<file path="src/rtl/tour_cmd.sv">
// Replays a solved knight's tour as vertical/horizontal move commands.
// Optional macro TOUR_CMD_FANFARE_EN: horizontal leg uses fanfare opcode.
`timescale 1ns/1ps
module tour_cmd #(
  parameter logic [4:0] LAST_INDX = 5'd23
) (
  input  logic        clk,
  input  logic        rst,
  input  logic        start_tour,
  input  logic [7:0]  move,
  output logic [4:0]  mv_indx,
  input  logic [15:0] cmd_UART,
  input  logic        cmd_rdy_UART,
  output logic        clr_cmd_rdy_UART,
  output logic [15:0] cmd,
  output logic        cmd_rdy,
  input  logic        clr_cmd_rdy,
  input  logic        send_resp,
  output logic [7:0]  resp
);

  typedef enum logic [2:0] {
    IDLE,
    VERT,
    WAIT_V,
    HORZ,
    WAIT_H
  } state_t;

  localparam logic [3:0] MOVE_OP = 4'b0010;
`ifdef TOUR_CMD_FANFARE_EN
  localparam logic [3:0] HORZ_OP = 4'b0011;
`else
  localparam logic [3:0] HORZ_OP = 4'b0010;
`endif

  state_t      state;
  state_t      nxt;
  logic        dx_neg;
  logic        dy_neg;
  logic [1:0]  dx_mag;
  logic [1:0]  dy_mag;
  logic        last;
  logic [15:0] vert_cmd;
  logic [15:0] horz_cmd;

  // Decode one-hot move; anything else falls back to (+2,+1)
  always_comb begin
    dx_neg = 1'b0;
    dy_neg = 1'b0;
    dx_mag = 2'd2;
    dy_mag = 2'd1;
    case (move)
      8'h01: begin dx_neg = 1'b1; dx_mag = 2'd1; dy_mag = 2'd2; end
      8'h02: begin dx_mag = 2'd1; dy_mag = 2'd2; end
      8'h04: begin dx_neg = 1'b1; dx_mag = 2'd2; dy_mag = 2'd1; end
      8'h08: begin
        dx_neg = 1'b1; dy_neg = 1'b1;
        dx_mag = 2'd2; dy_mag = 2'd1;
      end
      8'h10: begin
        dx_neg = 1'b1; dy_neg = 1'b1;
        dx_mag = 2'd1; dy_mag = 2'd2;
      end
      8'h20: begin dy_neg = 1'b1; dx_mag = 2'd1; dy_mag = 2'd2; end
      8'h40: begin dy_neg = 1'b1; dx_mag = 2'd2; dy_mag = 2'd1; end
      default: begin dx_mag = 2'd2; dy_mag = 2'd1; end
    endcase
  end

  assign last = (mv_indx == LAST_INDX);

  assign vert_cmd = {MOVE_OP, dy_neg ? 8'h7F : 8'h00,
                     2'b00, dy_mag};
  assign horz_cmd = {HORZ_OP, dx_neg ? 8'h3F : 8'hBF,
                     2'b00, dx_mag};

  // State register with synchronous abort
  always_ff @(posedge clk) begin
    if (rst) state <= IDLE;
    else     state <= nxt;
  end

  // Replay index: cleared on tour start, advanced after each move
  always_ff @(posedge clk) begin
    if (rst)
      mv_indx <= 5'd0;
    else if (state == IDLE && start_tour)
      mv_indx <= 5'd0;
    else if (state == WAIT_H && send_resp && !last)
      mv_indx <= mv_indx + 5'd1;
  end

  // Next state and command/handshake muxing
  always_comb begin
    nxt              = state;
    cmd              = vert_cmd;
    cmd_rdy          = 1'b0;
    clr_cmd_rdy_UART = 1'b0;
    resp             = 8'hA5;
    unique case (state)
      IDLE: begin
        cmd              = cmd_UART;
        cmd_rdy          = cmd_rdy_UART;
        clr_cmd_rdy_UART = clr_cmd_rdy;
        resp             = 8'h5A;
        if (start_tour) nxt = VERT;
      end
      VERT: begin
        cmd_rdy = 1'b1;
        if (clr_cmd_rdy) nxt = WAIT_V;
      end
      WAIT_V: begin
        if (send_resp) nxt = HORZ;
      end
      HORZ: begin
        cmd     = horz_cmd;
        cmd_rdy = 1'b1;
        if (clr_cmd_rdy) nxt = WAIT_H;
      end
      WAIT_H: begin
        cmd = horz_cmd;
        if (last) resp = 8'h5A;
        if (send_resp) nxt = last ? IDLE : VERT;
      end
      default: nxt = IDLE;
    endcase
  end

endmodule
</file>
<file path="config.mk">
export PLATFORM = sky130hd
export DESIGN_NAME = tour_cmd
export DESIGN_NICKNAME = d
export VERILOG_FILES = /design/src/rtl/tour_cmd.sv
export SDC_FILE = /design/constraint.sdc
export NUM_CORES = 1
export LEC_CHECK = 0
export CORE_UTILIZATION = 30
export DETAILED_ROUTE_END_ITERATION = 16
export GPL_ROUTABILITY_DRIVEN = 0
export PLACE_DENSITY = 0.76
export SYNTH_ARGS = -nofsm -noshare
export SYNTH_HDL_FRONTEND = slang
export SYNTH_SLANG_ARGS = --single-unit
</file>
<file path="constraint.sdc">
create_clock -name clk -period 2.2 [get_ports clk]
set_input_delay 0.55 -clock clk [delete_from_list [all_inputs] [get_ports clk]]
set_output_delay 0.55 -clock clk [all_outputs]
set_load 0.02 [all_outputs]
</file>
# Word-level counts from Yosys, hierarchy flattened
# Index checks and enable logic that the tools add are counted.
[totals] n_memories=0 ramBits=0 regBits=8 in_bits=30 latch_bits=0 mem_bits_ro=0 elab_cells=50
[classes] n_bitwise=0 reduce_logical=12 n_lt_le_gt_ge=0 eq_ne=17 addsub=1 mux=18 shift=0 div_mod_pow=0 multipliers=0
[ops] cell="16-bit case mux with 2 select lines" n=1
[ops] cell="8-bit two-way mux" n=2
[ops] cell="8-bit case mux with 2 select lines" n=1
[ops] cell="3-bit two-way mux" n=5
[ops] cell="3-bit case mux with 5 select lines" n=1
[ops] cell="4-bit OR reduction" n=3
[ops] cell="2-bit != test (second input constant)" n=5
[ops] cell="8-bit by 1-bit == test with 1-bit output (second input constant)" n=1
[ops] cell="8-bit by 2-bit == test with 1-bit output (second input constant)" n=1
[ops] cell="8-bit by 3-bit == test with 1-bit output (second input constant)" n=1
[ops] cell="8-bit by 4-bit == test with 1-bit output (second input constant)" n=1
[ops] cell="8-bit by 5-bit == test with 1-bit output (second input constant)" n=1
[ops] cell="8-bit by 6-bit == test with 1-bit output (second input constant)" n=1
[ops] cell="8-bit by 7-bit == test with 1-bit output (second input constant)" n=1
[ops] cell="7-bit two-way mux" n=1
[ops] cell="3-bit by 2-bit == test with 1-bit output (second input constant)" n=2
[ops] cell="2-bit OR reduction" n=3
[ops] cell="5-bit by 1-bit adder with 5-bit output (second input constant)" n=1
[ops] cell="5-bit == test (second input constant)" n=1
[ops] cell="5-bit AND reduction" n=1
[ops] cell="1-bit two-way mux" n=4
[ops] cell="2-bit two-way mux" n=2
[ops] cell="3-bit by 1-bit == test with 1-bit output (second input constant)" n=1
[ops] cell="3-bit == test (second input constant)" n=1
[ops] cell="4 further kinds" n=6

# Depth between registers and ports, before layout
# Gate-level depths: netlist of run 1.
[logic_depth] depth_word=5 ltp_mapped=6 depth_no_buf=6

# Least setup slack after synthesis of run 1
# Ideal clock, no wire load.
[synth_path] path_kind="input -> output" startpoint="input port move[4]" endpoint="output port cmd[1]" path_stages=6 arrival_time_ns=1.826 path_slack_ns=-0.176 required_ns=1.650 path_cell_list="buf_2 xor2_1 a221oi_1 or2_1 o41a_1 a21boi_1"
[synth_via] elab_chain_len=4
[synth_lines] item="from (decl)" line="10" source="input logic [7:0] move,"
[synth_lines] item="8-bit by 6-bit == test with 1-bit output, or another cell as far along" line="53" source="case (move)"
[synth_lines] item="4-bit OR reduction (no source line) *"
[synth_lines] item="2-bit two-way mux" line="53"
[synth_lines] item="16-bit case mux with 2 select lines *" line="101" source="unique case (state)"
[synth_lines] item="to (decl)" line="15" source="output logic [15:0] cmd,"
# Mark *: on every way between the ends. The rest lies on a longest branch, timed or not.

# Worst setup path in the final report of run 1
[layout_path] startpoint="input port move[5]" endpoint="output port cmd[0]"
# The elaborated chain is that of the path after synthesis.

==> results of run 1 <==
-- layout by cell type (no fill, tap or decap), types with 3 or more instances in the layout --
master            n
nor2_2            3
inv_1             6
xnor2_1           3
nand4_1           3
or3_1             3
clkbuf_4          3
dfxtp_1           6
and3_1            5
dlygate4sd2_1     7
a21oi_1           4
buf_4            38
nor3_1            3
xor2_1            4
nor2_1            8
nand2_1           6
buf_6            14
nand3_1           3
a211o_1           6
clkdlybuf4s50_1  26
clkdlybuf4s15_1   9
-- Yosys cell counts (2+ instances only) --
library cell	count	area share
dfxtp_1	8	0.20
or3_1	3	0.023
inv_1	6	0.028
a21oi_1	4	0.025
buf_4	6	0.056
a2111oi_0	2	0.022
nand3_1	3	0.019
and3_1	5	0.039
nand4_1	3	0.023
clkbuf_1	2	0.0093
nor2_1	11	0.051
buf_2	3	0.019
nor2b_1	2	0.015
a211o_1	6	0.065
nor3_1	4	0.025
o21ai_0	2	0.012
nand2_1	6	0.028
xnor2_1	3	0.033
xor2_1	5	0.054
a31oi_1	2	0.015
o21ai_1	4	0.025
-- worst max-delay path: cells and delay by family --
family | cells | cell delay (ps)
and+or+nand+nor | 2 | 500
AOI/OAI and AO/OA | 3 | 450
buffers and inverters | 3 | 390
-- cell type report --
| class | count | area, sq um | share of cell area |
|---|---|---|---|
| Tap cell | 30 | 37.54 | 0.02024 |
| Multi-Input combinational cell | 86 | 663.1 | 0.3576 |
| Clock buffer | 3 | 22.52 | 0.01215 |
| Inverter | 6 | 22.52 | 0.01215 |
| Timing Repair Buffer | 101 | 945.9 | 0.5101 |
| Sequential cell | 8 | 162.7 | 0.08772 |
-- worst min-delay path by stage --
| stage | start | to | slack [ps] | cells past startpoint |
|---|---|---|---|---|
| 3_5_place_dp | mv_indx[4] | mv_indx[4] | 500 | 2 |
| 2_1_floorplan | mv_indx[4] | mv_indx[4] | 570 | 2 |
| 3_3_place_gp | mv_indx[4] | mv_indx[4] | 490 | 2 |
| 6_report | mv_indx[4] | mv_indx[4] | 510 | 2 |
| 4_1_cts | mv_indx[4] | mv_indx[4] | 510 | 2 |
| 5_1_grt | mv_indx[1] | mv_indx[1] | 570 | 2 |
-- state kept, by name, summed over array words and instances, names as in the netlist --
name / flops
state: 3
mv_indx: 5
-- layer usage --
layer	routed length, um	vias to the layer above	track usage
li1	-	592	-
met5	0	-	0
met3	95	8	0.01130
met1	1319	563	0.2534
met2	1735	32	0.4095
met4	80	0	0.1096
-- per-stage QoR --
| step | TNS (ps) | cell area, sq um |
|---|---|---|
| after global placement | -11120 | 1652 |
| after detailed placement | -11400 | 1652 |
| after floorplan | -25.40 | 854.6 |
| after CTS | -1093 | 1785 |
| final | -1453 | 1854 |
| after global routing | -1988 | 1854 |
-- power groups by stage --
| stage | clock network, mW | registers (mW) | logic, mW |
|---|---|---|---|
| 4_1_cts | 0.121 | 0.155 | 0.499 |
| 3_3_place_gp | 0 | 0.157 | 0.493 |
| 6_report | 0.116 | 0.155 | 0.525 |
| 3_5_place_dp | 0 | 0.158 | 0.502 |
| 2_1_floorplan | 0 | 0.154 | 0.265 |
| 5_1_grt | 0.124 | 0.156 | 0.554 |
-- cells by family after synthesis --
| logic type | after synthesis | share of synthesized area |
|---|---|---|
| flip-flops | 8 | 0.1981 |
| buffers and inverters | 17 | 0.1114 |
| XOR/XNOR | 8 | 0.08669 |
| AND/OR/NAND/NOR | 46 | 0.3050 |
| multiplexers | 1 | 0.01238 |
| adder cells (fa/ha/maj) | 1 | 0.01548 |
| AO/OA/AOI/OAI | 30 | 0.2709 |
-- what timing repair did --
action	4_1_cts	5_1_grt
setup buffers	9	2
setup endpoints to repair	26	19
hold buffers	0	0
resized for setup	131	16
endpoints found under the hold margin	0	0
pin swaps	16	6
==> impl_metrics.ini, run 1 <==
[critical_path]
startpoint = move[5]
rr_worst_depth = 6
slowest_stage = o41a_1
cp.required_ps = 1650
path_max_fanout = 6
worstReg2RegStart = state[0]
r2r_slack_ps = 660
crit_arrival_ps = 1900
path_cells = buf_12 > nor4b_4 > a221oi_2 > or2_1 > o41a_1 > buf_4 > o21ai_2 > buf_6
critPathMaxStageDelay_ps = 340
crit_type = input pin to primary output
endpoint = cmd[0]
end_kind = primary output
r2r_end = mv_indx[3]
cp-start-kind = input pin

[synth]
synth_area_sq_um = 808.3
synth_edf_count = 0
syn_avg_cell_area_sq_um = 7.282
synth_seq_area_share = 0.1981
yosys_warnings = 0
ys_types = 42
ys.flop_type = dfxtp_1
synthCells = 111
async_reset_ff_frac = 0
synth_nets = 142
ys_seq_elements = 8

[clocking]
h-tree-depth = 1
cts_buffers = 3
clockBufferDepth = 2
clock_latency_ps = 260
cts_root_buf = clkbuf_4
cts_sinks = 8
cts_tree = done
clkTransAtPathRegs_ps = 60

[timing]
finalCriticalPeriod_ps = 2448
rsz0062_at_grt = true
timing.fmax_mhz = 408.5
worst_slew_pin_slew_ps = 331.1
period_share = 1.113
worst_slack_ps = -247.9
setup_viol = 10
fin_hold_ws_ps = 512.0
hold_viol = 0
slew-limit-headroom = 0.7735
slew_violations = 0
fin_skew_ps = 0.5676

[outcome]
violations = negative setup slack
status = complete, but fails checks

[global_route]
grt_pass1_vias = 1092
grt.total_usage = 0.2214
gr-total-overflow = 0
grt_pass1_wl_um = 4705
grt_max_degree = 16
grt_antenna_before_repair = 0

[pwr]
p_sw_uw = 307.9
swShare = 0.3869
share_comb_of_total_power = 0.659
ir_worst_vdd_v = 0.0003793
power_density_nw_per_um2 = 429.2
clockPowerShare = 0.146
seq_power_share = 0.195
p_int_uw = 487.9
p_leak_nw = 0.8331
p_total_uw = 795.8

[die]
core_sq_um = 2522
start_util = 0.3204
io_pins = 61
die_h_um = 53.91
rows = 18
dieArea_sq_um = 2906
fp.dieW_um = 53.91

[cells_and_area]
drive_above_1_share = 0.4020
nets = 237
fin_cells = 234
area_delta_synth_final_pct = 129.4
nFillCells = 196
utilization = 0.7351
num_antenna_cells = 0

[place]
dp_worst_setup_slack_ps = -1147
io_buffer_count = 60
dp_hpwl_um = 2343
dp.cells = 221

[detailed_routing]
first_pass_iters = 4
drcViolationCount = 0
antenna_left = 0
wl_um = 3230
avgViaCountPerCell = 5.107
vias = 1195
avgRoutedWirePerCell_um = 13.80
drtIter0Drc = 24

[run]
cap_violations = 0

[min_path]
worstHoldPathType = flip-flop to flip-flop
Note: power is estimated with default switching activity, not from simulation.
==> run 2: changes to the inputs <==
CORE_UTILIZATION = 33   (was 30)
PLACE_DENSITY = 0.79   (was 0.76)
clock period = 2.37 ns   (was 2.2 ns; I/O delays follow)
==> impl_metrics.ini, run 2 (synthesis gave the netlist of run 1 again) <==
[die]
dieArea_sq_um = 2651
io_pins = 61
rows = 17
die_h_um = 51.49
core_sq_um = 2255
fp.dieW_um = 51.49
start_util = 0.3585

[clocking]
cts_sinks = 8
h-tree-depth = 1
cts_buffers = 3
cts_tree = done
cts_root_buf = clkbuf_4
clockBufferDepth = 2
clkTransAtPathRegs_ps = 50
clock_latency_ps = 260
cts_hold_buf = 0

[global_route]
grt-busiest-layer = met2
grt_antenna_before_repair = 0
grt_pass1_wl_um = 5582
grt.total_usage = 0.2820
gr-total-overflow = 0
grt_max_degree = 16
use_met2 = 0.5216
grt_pass1_vias = 1205
use_met3 = 0.02632
grtUsageMet1 = 0.3165

[detailed_routing]
vias = 1254
avgViaCountPerCell = 5.573
drtIter0Drc = 52
antenna_left = 0
first_pass_iters = 4
avgRoutedWirePerCell_um = 18.31
drcViolationCount = 0
wl_um = 4119

[cells_and_area]
top_regs = mv_indx (5), state (3)
nFillCells = 148
regMostFlops = mv_indx
mostFrequentLayoutCells = buf_4 (31), clkdlybuf4s50_1 (26), buf_6 (15), dlygate4sd2_1 (11), nor2_1 (9)
nets = 230
regArea_sq_um = 160.2
drive_above_1_share = 0.4010
stdcell_area_sq_um = 1803
num_antenna_cells = 0
area_delta_synth_final_pct = 123.1
largest_reg_flops = 5
multi_input_area_sq_um = 699.4
final_common_cell = buf_4
utilization = 0.7997

[run]
cap_violations = 0

[outcome]
violations = negative setup slack
status = complete, but fails checks

[pwr]
p_leak_nw = 0.8114
power_density_nw_per_um2 = 408.5
ir_worst_vdd_v = 0.0004000

[critical_path]
critPathMaxStageDelay_ps = 350
path_cells = buf_12 > nor4b_4 > a221oi_2 > or2_4 > o41a_1 > a21boi_2 > buf_4
path_max_fanout = 4
cp-start-kind = input pin
end_kind = primary output
crit_arrival_ps = 2010
crit_type = input pin to primary output
cp_top_family = compound AO/OA/AOI/OAI gates
slowest_stage = o41a_1
crit_buf_inv = 2
cp.required_ps = 1780

[timing]
period_share = 1.097
finalCriticalPeriod_ps = 2599
rsz0062_at_grt = true
worst_slack_ps = -229.3
fin_skew_ps = 4.856
slew-limit-headroom = 0.7334
hold_viol = 0
timing.fmax_mhz = 384.7
worst_slew_pin_slew_ps = 389.9
slew_violations = 0
setup_viol = 9

[place]
placed_cell_area_sq_um = 1594
dp_hpwl_um = 2509
io_buffer_count = 60

[min_path]
worstHoldPathType = flip-flop to flip-flop
-- run 2: cell count changes in the layout (fill, tap and decap cells not counted), sizes merged --
cell           before  now
clkdlybuf4s15      10    2
dlygate4sd2         7   11
buf                58   51
clkbuf              3    7
-- run 2: tightest hold or removal path, delay by kind of cell, from the launching register on --
kind	cells	cell delay, ps
AOI/OAI and AO/OA	2	140
DFF	1	340
-- run 2: metrics by stage --
stage	setup TNS (ps)	std cells	setup slack, ps	hold WS (ps)	power (mW)
2_1_floorplan	-58.79	111	-58.79	570.0	0.3790
3_3_place_gp	-9322	216	-995.2	492.8	0.5918
3_5_place_dp	-9930	216	-1149	523.5	0.6000
4_1_cts	-470.6	222	-286.2	533.3	0.7065
5_1_grt	-1136	225	-346.2	556.9	0.7731
6_report	-571.3	225	-229.3	528.3	0.7364
-- run 2: what timing repair did --
action                                 in CTS  in global routing
pin swaps                                  16                 13
gates resized for setup                   131                 28
setup endpoints to repair                  26                 14
endpoints found under the hold margin       0                  0
buffers inserted                            3                  4
-- run 2: power by group --
part           switching, mW  leakage [nW]  total [mW]  internal, mW
combinational          0.252         0.733       0.486         0.234
sequential           0.00355        0.0648       0.142         0.139
clock                 0.0498        0.0138       0.108        0.0582
total                  0.305         0.811       0.736         0.431
-- run 2: path summary, 6_finish.rpt --
check	endpoint	slack, ps	cells after the start	from
worst max-delay path	cmd[1]	-230	7	move[0]
worst min-delay path	mv_indx[3]	530	2	mv_indx[3]
worst max register to register	mv_indx[3]	650	6	state[1]
worst min register to register	mv_indx[3]	530	2	mv_indx[3]
-- run 2: cell type report --
cell class / count / area share
clock buffer: 3 / 0.01249
multi-input combinational: 86 / 0.3879
tap: 28 / 0.01943
timing repair buffer: 94 / 0.4788
inverter: 6 / 0.01249
sequential: 8 / 0.08883
-- run 2: layer usage --
layer | up-vias | routed length [um]
met5 | - | 0
met4 | 0 | 150
met3 | 16 | 239
met2 | 75 | 2221
met1 | 588 | 1507
li1 | 575 | -
==> run 3: changes to the inputs <==
CORE_MARGIN = 4   (was unset)
==> impl_metrics.ini, run 3 (synthesis gave the netlist of run 1 again) <==
[min_path]
worstHoldPathType = flip-flop to flip-flop

[place]
io_buffer_count = 60
dp_hpwl_um = 2614
dp_worst_setup_slack_ps = -1048
dp.cells = 218
placed_cell_area_sq_um = 1609

[die]
die_h_um = 57.49
fp.dieW_um = 57.49
dieArea_sq_um = 3305
core_sq_um = 2276
rows = 17
io_pins = 61
start_util = 0.3551

[pwr]
p_leak_nw = 0.8064
p_total_uw = 721.3
ir_worst_vdd_v = 0.0003748
power_density_nw_per_um2 = 412.6

[timing]
period_share = 1.073
worst_slew_pin_slew_ps = 443.3
slew-limit-headroom = 0.6968
finalCriticalPeriod_ps = 2542
fin_skew_ps = 5.271
worst_slack_ps = -172.4
setup_viol = 5
fin_hold_ws_ps = 515.1
hold_viol = 0
tns_ps = -358.9
timing.fmax_mhz = 393.3
rsz0062_at_grt = true
slew_violations = 0

[global_route]
grt.total_usage = 0.2077
grt_pass1_vias = 1222
grt_pass1_wl_um = 5513
grt-busiest-layer = met2
grt_max_degree = 16
use_met2 = 0.3871
use_met3 = 0.02715
grt_antenna_before_repair = 0
grtUsageMet1 = 0.2258
gr-total-overflow = 0

[cells_and_area]
final_common_cell = buf_4
utilization = 0.7680
fin_cells = 227
top_regs = mv_indx (5), state (3)
multi_input_area_sq_um = 658.1
nFillCells = 170
nets = 232
largest_reg_flops = 5
num_antenna_cells = 0
drive_above_1_share = 0.3920
mostFrequentLayoutCells = buf_4 (33), clkdlybuf4s50_1 (26), buf_6 (13), dlygate4sd2_1 (12), nor2_1 (9)
area_delta_synth_final_pct = 116.3
regMostFlops = mv_indx
stdcell_area_sq_um = 1748
regArea_sq_um = 160.2

[detailed_routing]
antenna_left = 0
avgViaCountPerCell = 5.441
wl_um = 3668
avgRoutedWirePerCell_um = 16.16
vias = 1235
first_pass_iters = 4
drtIter0Drc = 64
drcViolationCount = 0

[clocking]
clockBufferDepth = 2
cts_buffers = 3
clkTransAtPathRegs_ps = 50
h-tree-depth = 1
cts_tree = done
clock_latency_ps = 260
cts_sinks = 8
cts_root_buf = clkbuf_4

[critical_path]
critPathMaxStageDelay_ps = 330
crit_type = input pin to primary output
cp.required_ps = 1780
path_max_fanout = 4
slowest_stage = o41a_1
crit_arrival_ps = 1950
end_kind = primary output
path_cells = buf_8 > nor4b_4 > a221oi_2 > or2_1 > o41a_1 > buf_4 > o21ai_2 > buf_6
cp-start-kind = input pin

[outcome]
status = complete, but fails checks
violations = negative setup slack

[run]
cap_violations = 0
[run 3: area by class of cell]
class                   instances  share of cell area
clock buffers                   3             0.01288
well taps                      28             0.02004
repair buffers                 96              0.4860
flip-flops and latches          8             0.09162
multi-input cells              86              0.3765
inverters                       6             0.01288
[run 3: report_power, final]
group          internal, mW  switching [mW]  leakage (nW)  total (mW)
Combinational         0.234           0.238         0.728       0.471
Clock                0.0582          0.0498        0.0138       0.108
Sequential            0.139         0.00334        0.0648       0.142
[run 3: repair_timing]
action	in CTS	in global routing
resized for setup	127	17
hold endpoints to repair	0	0
buffers inserted	4	3
endpoints found under the setup margin	26	14
hold buffers	0	0
pin swaps	16	9
[run 3: path summary, 6_finish.rpt]
check | startpoint | end | slack, ps | cells after the start
worst min-delay path | mv_indx[4] | mv_indx[4] | 520 | 2
worst max register to register | state[0] | mv_indx[3] | 690 | 6
worst max-delay path | move[0] | cmd[0] | -170 | 8
worst min register to register | mv_indx[4] | mv_indx[4] | 520 | 2
[run 3: per-layer routing]
layer,part of all wire,up-vias
met5,0,-
met4,0.016,0
met3,0.073,9
met2,0.54,67
met1,0.37,576
li1,-,583
[run 3: critical path: cells and delay by family]
family,cells,cell delay [ps]
and+or+nand+nor,2,540
AOI/OAI and AO/OA,3,450
buffers and inverters,3,370
